--- src/rtl/an_encoder_24bits.sv ---
// an_encoder_24bits: AN-code shift-add encoder with optional two-error arithmetic injection
module an_encoder_24bits #(
    parameter int A      = 13837,
    parameter int A_BITS = 14,
    parameter int N_BITS = 25,
    parameter int W_BITS = 39,
    parameter int L_BITS = 6
) (
    input  logic              clk,
    input  logic              rst,
    input  logic              in_valid,
    output logic              in_ready,
    input  logic [N_BITS-1:0] N,
    input  logic [L_BITS:0]   err_l1,
    input  logic [L_BITS:0]   err_l2,
    output logic              out_valid,
    input  logic              out_ready,
    output logic [W_BITS-1:0] W,
    output logic [W_BITS-1:0] W_clean,
    output logic [15:0]       cw_cnt
);
    localparam int CW = $clog2(A_BITS);
    localparam logic [A_BITS-1:0] A_VEC = A_BITS'(A);
    localparam logic [CW-1:0] CNT_LAST = CW'(A_BITS - 1);
    localparam logic [L_BITS:0] L_MAX = (L_BITS + 1)'(W_BITS);
    localparam logic [1:0] IDLE = 2'd0;
    localparam logic [1:0] MUL  = 2'd1;
    localparam logic [1:0] INJ  = 2'd2;
    localparam logic [1:0] OUT  = 2'd3;
    logic [1:0]        state;
    logic [N_BITS-1:0] n_reg;
    logic [L_BITS:0]   l1_reg, l2_reg;
    logic [W_BITS-1:0] acc;
    logic [CW-1:0]     cnt;
    function automatic logic [W_BITS-1:0] err(input logic [L_BITS:0] l);
        logic [L_BITS:0]   mag;
        logic [W_BITS-1:0] p;
        mag = l[L_BITS] ? -l : l;
        p = (mag == '0 || mag > L_MAX) ? '0 : W_BITS'(1) << (mag - (L_BITS + 1)'(1));
        return l[L_BITS] ? -p : p;
    endfunction
    assign in_ready = (state == IDLE);
    always_ff @(posedge clk) begin
        if (rst) begin
            state     <= IDLE;
            n_reg     <= '0;
            l1_reg    <= '0;
            l2_reg    <= '0;
            acc       <= '0;
            cnt       <= '0;
            out_valid <= 1'b0;
            W         <= '0;
            W_clean   <= '0;
            cw_cnt    <= '0;
        end else begin
            case (state)
                IDLE: if (in_valid) begin
                    n_reg  <= N;
                    l1_reg <= err_l1;
                    l2_reg <= err_l2;
                    acc    <= '0;
                    cnt    <= '0;
                    state  <= MUL;
                end
                MUL: begin
                    if (A_VEC[cnt]) acc <= acc + (W_BITS'(n_reg) << cnt);
                    cnt <= cnt + CW'(1);
                    if (cnt == CNT_LAST) state <= INJ;
                end
                INJ: begin
                    W_clean   <= acc;
                    W         <= acc + err(l1_reg) + err(l2_reg);
                    out_valid <= 1'b1;
                    state     <= OUT;
                end
                default: if (out_ready) begin
                    out_valid <= 1'b0;
                    cw_cnt    <= cw_cnt + 16'd1;
                    state     <= IDLE;
                end
            endcase
        end
    end
endmodule

--- config.mk ---
export PLATFORM = sky130hd
export DESIGN_NAME = an_encoder_24bits
export DESIGN_NICKNAME = d
export VERILOG_FILES = /design/src/rtl/an_encoder_24bits.sv
export SDC_FILE = /design/constraint.sdc
export NUM_CORES = 1
export LEC_CHECK = 0
export CELL_PAD_IN_SITES_DETAIL_PLACEMENT = 2
export CELL_PAD_IN_SITES_GLOBAL_PLACEMENT = 2
export CORE_MARGIN = 2
export CORE_UTILIZATION = 37
export CTS_CLUSTER_DIAMETER = 100
export CTS_CLUSTER_SIZE = 20
export DETAILED_ROUTE_END_ITERATION = 16
export PLACE_DENSITY_LB_ADDON = 0.25
export REMOVE_ABC_BUFFERS = 1
export SLEW_MARGIN = 15
export SYNTH_ARGS = -nofsm -noshare
export SYNTH_HDL_FRONTEND = slang
export SYNTH_SLANG_ARGS = --single-unit
--- constraint.sdc ---
create_clock -name clk -period 17.8 [get_ports clk]
set_clock_uncertainty 0.05 [all_clocks]
set_input_delay 3.56 -clock clk [delete_from_list [all_inputs] [get_ports clk]]
set_output_delay 3.56 -clock clk [all_outputs]
set_load 0.005 [all_outputs]
After elaboration in Yosys (flattened, before gate mapping)
Memories as Yosys holds them, arrays and structs flattened. A register that Yosys moved wholly into a read port is not among the register bits.
Cells that the tools add are included.
{"block": "classes", "n_shift": 3, "bitwise": 2, "n_lt_le_gt_ge": 3, "n_eq_ne": 6, "n_reduce_logical": 16, "mux": 20, "addsub": 11}
{"operator": "39-bit two-way mux", "n": 6}
{"operator": "39-bit adder", "n": 3}
{"operator": "39-bit negator", "n": 2}
{"operator": "39-bit case mux with 2 select lines", "n": 1}
{"operator": "1-bit by 7-bit << shifter with 39-bit output, first input constant", "n": 2}
{"operator": "25-bit by 4-bit << shifter with 39-bit output", "n": 1}
{"operator": "16-bit by 1-bit adder with 16-bit output, second input constant", "n": 1}
{"operator": "7-bit by 6-bit greater-than comparator with 1-bit output, second input constant", "n": 2}
{"operator": "7-bit logical NOT", "n": 2}
{"operator": "7-bit two-way mux", "n": 2}
{"operator": "7-bit negator", "n": 2}
{"operator": "7-bit by 1-bit subtractor with 7-bit output, second input constant", "n": 2}
{"operator": "4-bit two-way mux", "n": 3}
{"operator": "4-bit case mux with 2 select lines", "n": 1}
{"operator": "2-bit AND reduction", "n": 4}
{"operator": "2-bit two-way mux", "n": 3}
{"operator": "2-bit != test, second input constant", "n": 3}
{"operator": "2-bit case mux with 3 select lines", "n": 1}
{"operator": "3-bit AND reduction", "n": 2}
{"operator": "4-bit by 5-bit less-than comparator with 1-bit output, second input constant", "n": 1}
{"operator": "4-bit by 1-bit adder with 4-bit output, second input constant", "n": 1}
{"operator": "4-bit == test, second input constant", "n": 1}
{"operator": "2-bit nonzero test", "n": 2}
{"operator": "4-bit nonzero test", "n": 1}
{"operator": "9 further kinds", "n": 12}
{"block": "word_totals", "mem_count": 1, "out_inout_bits": 96, "mem_bits_ro": 16, "regBits": 179, "elab_cells": 72}
{"name": "(no name shown)", "words": 16, "width": 1, "rd": 1, "rd_clocked_by_memory_dff": 1, "write_ports": 0, "line": "66", "text": "if (A_VEC[cnt]) acc <= acc + (W_BITS'(n_reg) << cnt);"}

Logic depth before layout (Yosys ltp)
Gate-level depths: netlist of run 1.
{"block": "logic_depth", "ltp_word": 9, "depth_mapped": 35, "depth_no_buf": 31}

Worst setup path after synthesis of run 1
OpenSTA, ideal clock, no wires.
{"block": "synth_timing", "path_kind": "reg2reg", "startpoint": "reg l1_reg[0]", "endpoint": "reg W[37]", "period_less_slack_ns": 6.851, "path_stages_with_launch": 36, "arrival_time_ns": 6.673, "setup_slack_ns": 10.949, "n_path_buf": 4, "cell_sequence": "dfxtp_1 buf_2 inv_1 ha_1 clkbuf_1 xor2_1 a21oi_1 mux2i_1 a221oi_1 nand2_1 clkbuf_1 nor2_1 nand2_1 ha_1 buf_2 o31a_1 a22o_1 o21ai_0 a21o_1 o21ai_0 o21ai_0 nand3_1 fa_1 inv_1 ha_1 a21o_1 a21o_1 a21o_1 a21o_1 a21oi_1 o21ai_0 a211oi_1 o311ai_0 xor2_1 mux2i_1 nor2_1"}
{"block": "synth_via", "elab_chain_cells": 9, "word_cells_on_any_way": 12, "classes_between": "5 x add/sub; 1 x order compare; 1 x shift; 3 x mux; 2 x reduce/logical"}
{"element": "start: declaration", "line": "32", "text": "logic [L_BITS:0] l1_reg, l2_reg;"}
{"element": "start signal: assignment", "line": "59", "text": "l1_reg <= err_l1;"}
{"element": "7-bit negator", "line": "38", "text": "mag = l[L_BITS] ? -l : l;"}
{"element": "7-bit two-way mux *", "line": "38"}
{"element": "7-bit by 1-bit subtractor with 7-bit output, or another cell as far along", "line": "39", "text": "p = (mag == '0 || mag > L_MAX) ? '0 : W_BITS'(1) << (mag - (L_BITS + 1)'(1));"}
{"element": "1-bit by 7-bit << shifter with 39-bit output / 1-bit logical OR (equally long branches)", "line": "39"}
{"element": "39-bit two-way mux *", "line": "39"}
{"element": "39-bit negator", "line": "40", "text": "return l[L_BITS] ? -p : p;"}
{"element": "39-bit two-way mux *", "line": "40"}
{"element": "39-bit adder * (2 in a row)", "line": "72", "text": "W <= acc + err(l1_reg) + err(l2_reg);"}
{"element": "end signal: assignment", "line": "72"}
{"element": "end: declaration", "line": "18", "text": "output logic [W_BITS-1:0] W,"}
Every way passes the cells marked *; elsewhere a longest branch is shown, timed or not.
A chain may end at the register's enable or synchronous reset.

Worst setup path after layout of run 1
{"block": "layout_timing", "startpoint": "reg l1_reg[0]", "endpoint": "reg W[38]"}
Same word-level chain as after synthesis.

==> results of run 1 <==
[synthesized netlist by cell type (19+ instances only)]
master and n:
a21o_1 57, a21oi_1 191, a22oi_1 26, buf_1 21, clkbuf_1 91, dfxtp_1 180
fa_1 40, ha_1 91, inv_1 146, mux2i_1 96, nand2_1 292, nand2b_1 27
nand3_1 29, nor2_1 268, nor3_1 42, o21a_1 20, o21ai_0 138, o22ai_1 19
xnor2_1 73, xor2_1 56
[worst max-delay path, cell delays in order (launching register included)]
cell      delay (ns)
dfxtp_1         0.66
inv_1           0.24
ha_1            0.39
xor2_1          0.20
a21oi_1         0.47
mux2i_1         0.14
a221oi_1        0.48
nand2_1         0.40
nor2_1          0.33
nand2_1         0.16
ha_1            0.31
nand2b_1        0.21
xnor2_1         0.21
fa_1            0.58
inv_1           0.07
ha_1            0.28
a21oi_1         0.08
o21ai_0         0.56
o22ai_1         0.36
a211oi_1        0.50
o21ai_0         0.23
o21bai_1        0.27
a31oi_1         0.20
and3_1          0.22
o31ai_1         0.31
nor2_1          0.10
a211o_1         0.30
[area by class of cell]
type | instances | area [um^2] | share of cell area, %
Timing Repair Buffer | 161 | 1560 | 8.38
Sequential cell | 180 | 3610 | 19.4
Inverter | 146 | 548 | 2.95
Tap cell | 585 | 732 | 3.95
Clock inverter | 13 | 163 | 0.877
Clock buffer | 19 | 453 | 2.44
Multi-Input combinational cell | 1743 | 11500 | 62.0
[through the flow]
step | setup slack [ns] | hold WS, ns | cells | cell area (um^2)
after floorplan | 10.68 | 0.385 | 2069 | 15600
after global placement | 9.87 | 0.410 | 2815 | 17900
after detailed placement | 9.45 | 0.420 | 2815 | 17900
after CTS | 9.37 | 0.437 | 2847 | 18500
after global routing | 8.60 | 0.460 | 2847 | 18500
final | 9.36 | 0.432 | 2847 | 18500
[final timing paths]
path | startpoint | end | slack (ns) | depth (start not counted)
max | l1_reg[0] | W[38] | 9.36 | 26
min | W[5] | W[5] | 0.43 | 2
max reg2reg | l1_reg[0] | W[38] | 9.36 | 26
min reg2reg | W[5] | W[5] | 0.43 | 2
[cell families after synthesis]
logic type / synth area share [%]
XOR/XNOR: 7.01
AO/OA/AOI/OAI: 22.5
flip-flops: 22.4
adder cells (fa/ha/maj): 12.0
AND/OR/NAND/NOR: 21.5
buffers and inverters: 6.41
multiplexers: 8.20
[where the power goes]
group / switching [mW] / internal [mW] / total, mW
registers: 0.0499 / 0.438 / 0.487
clock network: 0.187 / 0.218 / 0.405
logic: 0.778 / 0.387 / 1.16
total: 1.01 / 1.04 / 2.06
[per-layer routing]
| layer | routed length (um) | up-vias | part of all wire, % |
|---|---|---|---|
| met2 | 30300 | 268 | 50 |
| li1 | - | 7687 | - |
| met1 | 26900 | 8084 | 44 |
| met5 | 0 | - | 0 |
| met3 | 1700 | 82 | 2.8 |
| met4 | 2000 | 0 | 3.3 |
==> summary.txt, run 1 <==
Status
  – Status: finished clean

STA
  – Fin crit share: 47.4%
  – Slew Limit Fails: 0
  – Fmax: 119 MHz
  – Worst rel slew slack: 28.5%
  – Setup TNS: 0 ns
  – Final setup fails: 0
  – Actual slew at the worst max-slew pin: 1.06 ns
  – Unrepaired setup endpoints after global routing: no
  – Minimum clock period: 8.44 ns
  – Hold Violations, Final: 0

Floorplanning
  – Core ar.: 0.0431 mm^2
  – Starting Density: 37.4%
  – Die area: 0.0452 mm^2
  – Die width: 213 um
  – Rows: 76
  – Top Ports: 139
  – Die Span Y: 213 um

Worst setup path
  – Worst setup EP type: flop
  – CP Max Fanout: 15
  – CP Launch Type: flop
  – Arr. time, crit path: 8.77 ns
  – Worst endpoint required time: 18.14 ns
  – Worst Path Class, Setup: reg2reg

CTS
  – CTS Buf Count: 17
  – CTS tree: built
  – Root Buffer: clkbuf_16
  – CTS Buffer Depth: 2
  – Clk_lat worst skew: 0.50 ns
  – Hold_buf cts: 0
  – Max H-tree Level: 4
  – # Post-CTS Setup Buffers: 0
  – PostCTS Resize Cnt: 0
  – Clock Sinks: 180
  – Register clock-pin slew on the reported worst setup and hold paths: 0.08 ns

Finish
  – Fillcell total: 5,078
  – Leading cell type in the layout, fill and taps excluded: nand2_1
  – Share of layout cells above drive strength 1: 4.42%
  – Largest regs: W: 39 flops, W_clean: 39 flops, acc: 39 flops
  – Most frequent cells in the layout: nand2_1 (292), nor2_1 (268), a21oi_1 (191), dfxtp_1 (178), inv_1 (146)
  – Antenna cells: 0
  – Layout Nets: 2,423
  – Area Overhead vs Synth: 15.1%
  – Final core utilization: 43.1%

Synthesis
  – Yosys warns: 0
  – FF+latch count, synth: 180
  – Synth Flop Type: dfxtp_1
  – Mapped cell area: 0.0161 mm^2
  – Synth Instances: 2,192
  – Number of synthesized flops with an enable pin: 0
  – Synth top area cells: dfxtp_1 (22%), ha_1 (7.1%), nand2_1 (6.8%)
  – Yosys top cell area share: 22.4%
  – Asr flop ratio synth: 0%
  – Yosys top cell by area: dfxtp_1
  – Seq/Total Area, Yosys: 22.4%
  – Yosys cell types: 82
  – Mean Syn Cell Area: 7.35 um^2

Placement
  – RePlAce Congestion: 0.939
  – # port buffers: 138
  – Post-DP HPWL: 48.3 mm

Routing
  – Routed Wire Length: 60.9 mm
  – Antenna Nets Post-Route: 0
  – Drt initial violations: 791
  – Via total after detailed routing: 16.1k
  – WL per Instance: 21.4 um
  – DRC: 0
  – DR pass1 iterations: 5
  – Number of vias per cell: 5.66

GRT
  – Met1 GRT Util: 33.5%
  – GR Util met2: 48.7%
  – Total GRT Usage: 27.4%
  – GRT overflow: 0
  – Vias in the first global route: 17.3k
  – Met3 Track Usage GR: 3.29%
  – Largest net degree at the start of global routing: 72
  – First-pass GRT wire length: 96.6 mm
  – Antenna violations before repair: 0
  – GR peak layer: met2

Pwr
  – Total power: 2.06 mW
  – Leakage power figure: 7.56 nW
  – Worst VDD drop: 54.5 uV
  – PwrDens: 111 mW/mm^2

Job
  – # Max-Cap Violations: 0

Min path
  – Hold WC Path Type: reg2reg
(Power assumes the default switching activity.)
==> run 2: changes to the inputs <==
- CORE_UTILIZATION: 37 -> 35
- clock period: 17.8 -> 8 ns (I/O delays scaled with it)
==> run 2 against run 1 <==
- core utilization down 1.8 points
- highest routed layer unchanged
- die area up 5.6%
- global-route usage down 0.98 points
- final cell count up 0.91%
- maximum frequency up 13%
- flip-flop and latch count unchanged
- hold slack worse by 0.0047 ns
- total power up 130%
- routed wire length up 2.4%
- sequential power up 120%
==> summary.txt, run 2 (same netlist as run 1, synthesis figures left out) <==
Status
  – Status: finished clean

Pwr
  – PwrDens: 250 mW/mm^2 (+130%)
  – Total power: 4.67 mW (+130%)
  – Worst VDD drop: 187 uV (+240%)
  – Leakage power figure: 7.63 nW (+0.97%)

STA
  – Hold Slack: 0.427 ns (-0.00467 ns)
  – Worst rel slew slack: 21.9% (-6.6 points)
  – Setup TNS: 0 ns (unchanged)
  – Hold Violations, Final: 0 (unchanged)
  – Actual slew at the worst max-slew pin: 1.16 ns (+0.0975 ns)
  – Slew Limit Fails: 0 (unchanged)
  – Fmax: 134 MHz (+13%)
  – Final setup fails: 0 (unchanged)
  – Fin crit share: 93.0% (+46 points)
  – Minimum clock period: 7.44 ns (-0.994 ns)
  – Unrepaired setup endpoints after global routing: no

Worst setup path
  – CP Max Fanout: 10 (-5)
  – CP Launch Type: flop
  – Slowest CP cell: dfxtp_1
  – Arr. time, crit path: 7.77 ns (-1.00 ns)
  – Worst setup EP type: flop
  – Critical R2R Capture: W[38]
  – Worst endpoint required time: 8.33 ns (-9.81 ns)
  – Largest incremental delay on the critical path: 0.54 ns (-0.12 ns)
  – Worst Path Class, Setup: reg2reg
  – Most frequent CP cell: o21ai_0
  – R2R setup slack: 0.56 ns (-8.81 ns)
  – Reg-to-reg startpoint: l1_reg[1]
  – R2R depth: 31 (+19%)

Routing
  – DR pass1 iterations: 5 (unchanged)
  – DRC: 0 (unchanged)
  – Number of vias per cell: 5.60 (-1.2%)
  – Antenna Nets Post-Route: 0 (unchanged)
  – Via total after detailed routing: 16.1k (-0.26%)
  – Drt initial violations: 754 (-4.7%)
  – Routed Wire Length: 62.3 mm (+2.4%)
  – WL per Instance: 21.7 um (+1.4%)

GRT
  – Largest net degree at the start of global routing: 76 (+5.6%)
  – Met3 Track Usage GR: 4.54% (+1.2 points)
  – GR Util met2: 45.7% (-3.0 points)
  – Total GRT Usage: 26.4% (-0.98 points)
  – GR peak layer: met2
  – Vias in the first global route: 17.5k (+1.1%)
  – Met1 GRT Util: 32.2% (-1.4 points)
  – Antenna violations before repair: 0 (unchanged)
  – GRT overflow: 0 (unchanged)
  – First-pass GRT wire length: 98.3 mm (+1.7%)

CTS
  – Max H-tree Level: 4 (unchanged)
  – Root Buffer: clkbuf_16
  – CTS Buf Count: 17 (unchanged)
  – Hold_buf cts: 0 (unchanged)
  – Clk_lat worst skew: 0.50 ns (about the same)
  – Clock Sinks: 180 (unchanged)
  – Register clock-pin slew on the reported worst setup and hold paths: 0.07 ns (about the same)
  – CTS Buffer Depth: 2 (unchanged)
  – CTS tree: built

Finish
  – Area Overhead vs Synth: 16.1%
  – Final core utilization: 41.2% (-1.8 points)
  – Most frequent cells in the layout: nand2_1 (292), nor2_1 (267), a21oi_1 (189), dfxtp_1 (177), inv_1 (146)
  – Layout Nets: 2,437 (+0.58%)
  – Non-filler cells, final: 2,873 (+0.91%)
  – Share of layout cells above drive strength 1: 5.28% (+0.86 points)
  – Antenna cells: 0 (unchanged)
  – Largest regs: W: 39 flops, W_clean: 39 flops, acc: 39 flops
  – Leading cell type in the layout, fill and taps excluded: nand2_1

Floorplanning
  – Die width: 219 um (+2.8%)
  – Die area: 0.0478 mm^2 (+5.6%)
  – Core ar.: 0.0454 mm^2 (+5.4%)
  – Top Ports: 139 (unchanged)
  – Starting Density: 35.5% (-1.9 points)
  – Die Span Y: 219 um (+2.8%)
  – Rows: 78 (+2.6%)

Min path
  – Hold path startpoint: n_reg[5]
  – WHS Path Cells: 2 (unchanged)
  – Hold WC Path Type: reg2reg
  – Hold endpoint: n_reg[5]

Placement
  – # port buffers: 138 (unchanged)
  – Post-DP HPWL: 49.3 mm (+2.0%)
  – RePlAce Congestion: 0.899 (-4.3%)
  – Post-Place Cells: 2,844 (+1.0%)

Job
  – # Max-Cap Violations: 0 (unchanged)
==> run 2: per-stage QoR <==
| stage | cell area [um^2] | worst slack [ns] |
|---|---|---|
| after floorplan | 15600 | 0.880 |
| after detailed placement | 18100 | 0.0871 |
| after CTS | 18700 | 0.00618 |
| after global routing | 18700 | 0.00724 |
| final | 18700 | 0.558 |
| after global placement | 18100 | 0.584 |
==> run 2: final cells by class <==
type	count	area, um^2
fillers	5267	26700
multi-input cells	1743	11500
flip-flops and latches	180	3610
repair buffers	175	1660
well taps	600	751
inverters	146	548
clock buffers	20	457
clock inverters	9	145
==> run 2: worst max-delay path by stage <==
stage	to	depth (start not counted)	start	slack [ns]
3_3_place_gp	W[38]	30	l1_reg[0]	0.58
4_1_cts	W[38]	30	l1_reg[0]	0.006
5_1_grt	W[38]	31	l1_reg[1]	0.007
6_report	W[38]	31	l1_reg[1]	0.56
3_5_place_dp	W[38]	30	l1_reg[0]	0.09
2_1_floorplan	W[37]	29	l1_reg[6]	0.88
==> run 2: worst max-delay path, delay by kind of cell (launching register included) <==
family / cells / cell delay, ns
flops: 1 / 0.54
compound gates: 16 / 3.27
fa+ha+maj: 4 / 1.44
simple gates: 8 / 1.66
buf+inv: 3 / 0.35
==> run 2: what timing repair did <==
action,in CTS,in global routing
resized for setup,0,10
endpoints found under the setup margin,0,13
buffers inserted,0,0
==> run 2: report_power, final <==
group          leakage (nW)  internal, mW  switching, mW
combinational          5.88         0.907           1.76
sequential             1.46         0.974          0.112
clock                 0.294         0.508          0.412
total                  7.63          2.39           2.28
==> run 2: per-layer routing <==
metal / vias to the layer above / wire length (um)
met3: 104 / 2030
met5: - / 0
met4: 0 / 2320
li1: 7723 / -
met2: 258 / 30600
met1: 7994 / 27400
==> run 3: changes to the inputs <==
- CORE_UTILIZATION: 35 -> 31
- clock period: 8 -> 6.2 ns (I/O delays scaled with it)
==> run 3 against run 2 <==
- the flow now finishes with violations (negative setup slack)
- total power rose by 51%
- critical endpoint is now W[37]
- count of clock-buffer cells in the layout decreased by 3
- final cell count rose by 12%
- sequential share of layout area is 2.6 points lower
- core utilization rose by 0.90 points
- clock power rose by 29%
- global-route usage down 0.81 points
- routed wire length is 13% higher
- sequential power rose by 27%
- via count grew 7.7%
- die area up 13%
- critical path type unchanged
- maximum frequency increased by 20%
==> summary.txt, run 3 (same netlist as run 1, synthesis figures left out) <==
Finish
  – Final core utilization: 42.1% (+0.90 points)
  – Share of layout cells above drive strength 1: 20.4% (+15 points)
  – Most frequent cells in the layout: buf_4 (296), nand2_1 (279), nor2_1 (262), dfxtp_1 (174), a21oi_1 (173)
  – Layout Nets: 2,704 (+11%)
  – Largest regs: W: 39 flops, W_clean: 39 flops, acc: 39 flops
  – Antenna cells: 0 (unchanged)
  – Fillcell total: 5,921 (+12%)
  – Area Overhead vs Synth: 34.3%
  – Leading cell type in the layout, fill and taps excluded: buf_4

GRT
  – First-pass GRT wire length: 107 mm (+9.3%)
  – GRT overflow: 0 (unchanged)
  – Largest net degree at the start of global routing: 62 (-18%)
  – Total GRT Usage: 25.6% (-0.81 points)
  – Vias in the first global route: 18.9k (+7.7%)
  – Antenna violations before repair: 0 (unchanged)

Placement
  – # port buffers: 138 (unchanged)
  – Post-DP HPWL: 54.8 mm (+11%)
  – DP Worst Slack: -0.505 ns (-0.592 ns)
  – RePlAce Congestion: 0.925 (+2.9%)

Floorplanning
  – Die area: 0.0538 mm^2 (+13%)
  – Core ar.: 0.0514 mm^2 (+13%)
  – Starting Density: 31.3% (-4.2 points)
  – Die Span Y: 232 um (+6.1%)
  – Top Ports: 139 (unchanged)
  – Die width: 232 um (+6.1%)
  – Rows: 83 (+6.4%)

STA
  – Unrepaired setup endpoints after global routing: yes
  – Minimum clock period: 6.21 ns (-1.23 ns)
  – Fin crit share: 100% (+7.1 points)
  – Setup TNS: -0.00974 ns (-0.00974 ns)
  – Final setup fails: 1 (+1)
  – Hold Violations, Final: 0 (unchanged)
  – Hold Slack: 0.429 ns (+0.00224 ns)
  – Slew Limit Fails: 0 (unchanged)
  – Worst rel slew slack: 40.7% (+19 points)
  – Fmax: 161 MHz (+20%)
  – Fin worst setup slack: -0.00974 ns (-0.568 ns)
  – Actual slew at the worst max-slew pin: 0.878 ns (-0.282 ns)

CTS
  – Max H-tree Level: 4 (unchanged)
  – CTS Buffer Depth: 2 (unchanged)
  – Root Buffer: clkbuf_16
  – CTS Buf Count: 17 (unchanged)
  – Register clock-pin slew on the reported worst setup and hold paths: 0.08 ns (about the same)
  – CTS tree: built
  – Clk_lat worst skew: 0.51 ns (about the same)
  – Clock Sinks: 180 (unchanged)

Routing
  – Number of vias per cell: 5.37 (-4.0%)
  – Antenna Nets Post-Route: 0 (unchanged)
  – DRC: 0 (unchanged)
  – Via total after detailed routing: 17.3k (+7.7%)
  – WL per Instance: 21.9 um (+0.87%)
  – Drt initial violations: 800 (+6.1%)
  – DR pass1 iterations: 5 (unchanged)
  – Routed Wire Length: 70.5 mm (+13%)

Worst setup path
  – Arr. time, crit path: 6.54 ns (-1.23 ns)
  – Critical R2R Capture: W[37]
  – Worst endpoint required time: 6.54 ns (-1.79 ns)
  – R2R setup slack: -0.01 ns (-0.57 ns)
  – R2R depth: 26 (-16%)
  – Reg-to-reg startpoint: l2_reg[1]
  – Worst Path Class, Setup: reg2reg
  – CP Launch Type: flop
  – Worst setup EP type: flop
  – CP Max Fanout: 6 (-4)

Min path
  – Hold path startpoint: W[16]
  – Hold WC Path Type: reg2reg
  – WHS Path Cells: 2 (unchanged)
  – Hold endpoint: W[16]

Job
  – # Max-Cap Violations: 0 (unchanged)

Pwr
  – Total power: 7.06 mW (+51%)
  – PwrDens: 326 mW/mm^2 (+31%)
  – Leakage power figure: 9.05 nW (+19%)
  – Worst VDD drop: 229 uV (+22%)

Status
  – Violations in the final reports: negative setup slack
  – Status: finished, violations left
## run 3: worst max path at each step
stage | start | endpoint | slack, ns
after floorplan | l1_reg[6] | W[37] | -0.92
after global placement | l1_reg[0] | W[35] | -0.17
after detailed placement | l1_reg[0] | W[38] | -0.51
after CTS | l2_reg[1] | W[38] | 0.002
after global routing | l2_reg[1] | W[37] | -0.19
final | l2_reg[1] | W[37] | -0.01
## run 3: area by class of cell
| type | instances | area (um^2) | area share (%) |
|---|---|---|---|
| inverters | 146 | 553 | 2.55 |
| repair buffers | 442 | 3690 | 17.1 |
| well taps | 680 | 851 | 3.93 |
| multi-input cells | 1743 | 12300 | 57.0 |
| flip-flops and latches | 180 | 3610 | 16.7 |
| clock inverters | 15 | 181 | 0.838 |
| clock buffers | 17 | 425 | 1.96 |
## run 3: power breakdown
group	leakage, nW	switching (mW)	internal, mW
sequential	1.46	0.121	1.26
combinational	7.30	2.67	1.82
clock	0.292	0.611	0.579
total	9.05	3.41	3.66
## run 3: critical path, cell delays in order (launching register included)
cell and delay [ns]:
dfxtp_2 0.34, buf_6 0.13, or3_4 0.40, or4_4 0.53, a31o_4 0.27, mux2_4 0.23, buf_6 0.11, nand4_1 0.22
buf_4 0.22, buf_4 0.12, buf_4 0.15, o31ai_2 0.28, a21oi_1 0.15, fa_1 0.54, inv_1 0.05, ha_1 0.35
and3_4 0.21, and3_1 0.18, o211ai_1 0.15, a21oi_2 0.15, o2111a_1 0.27, a211oi_2 0.32, buf_4 0.19, o311ai_4 0.08
xor2_1 0.18, mux2i_1 0.15, nor2_1 0.07
## run 3: timing repair
item | in CTS | in global routing
hold buffers | 0 | 0
gates resized for setup | 54 | 163
pin swaps | 22 | 85
setup buffers | 8 | 17
setup endpoints to repair | 15 | 17
cloned | 0 | 0
## run 3: layer usage
layer | wire (um) | up-vias | track usage (%) | part of all wire, %
met3 | 1660 | 75 | 3.50 | 2.3
met4 | 1890 | 0 | 8.05 | 2.7
li1 | - | 8248 | - | -
met2 | 35600 | 233 | 45.6 | 51
met1 | 31400 | 8754 | 31.8 | 44
met5 | 0 | - | 0 | 0
## run 3: metrics by stage
stage | instance area (um^2) | std cells
after global placement | 20000 | 3168
after floorplan | 15600 | 2069
after global routing | 21700 | 3223
after CTS | 20800 | 3208
final | 21700 | 3223
after detailed placement | 20000 | 3168
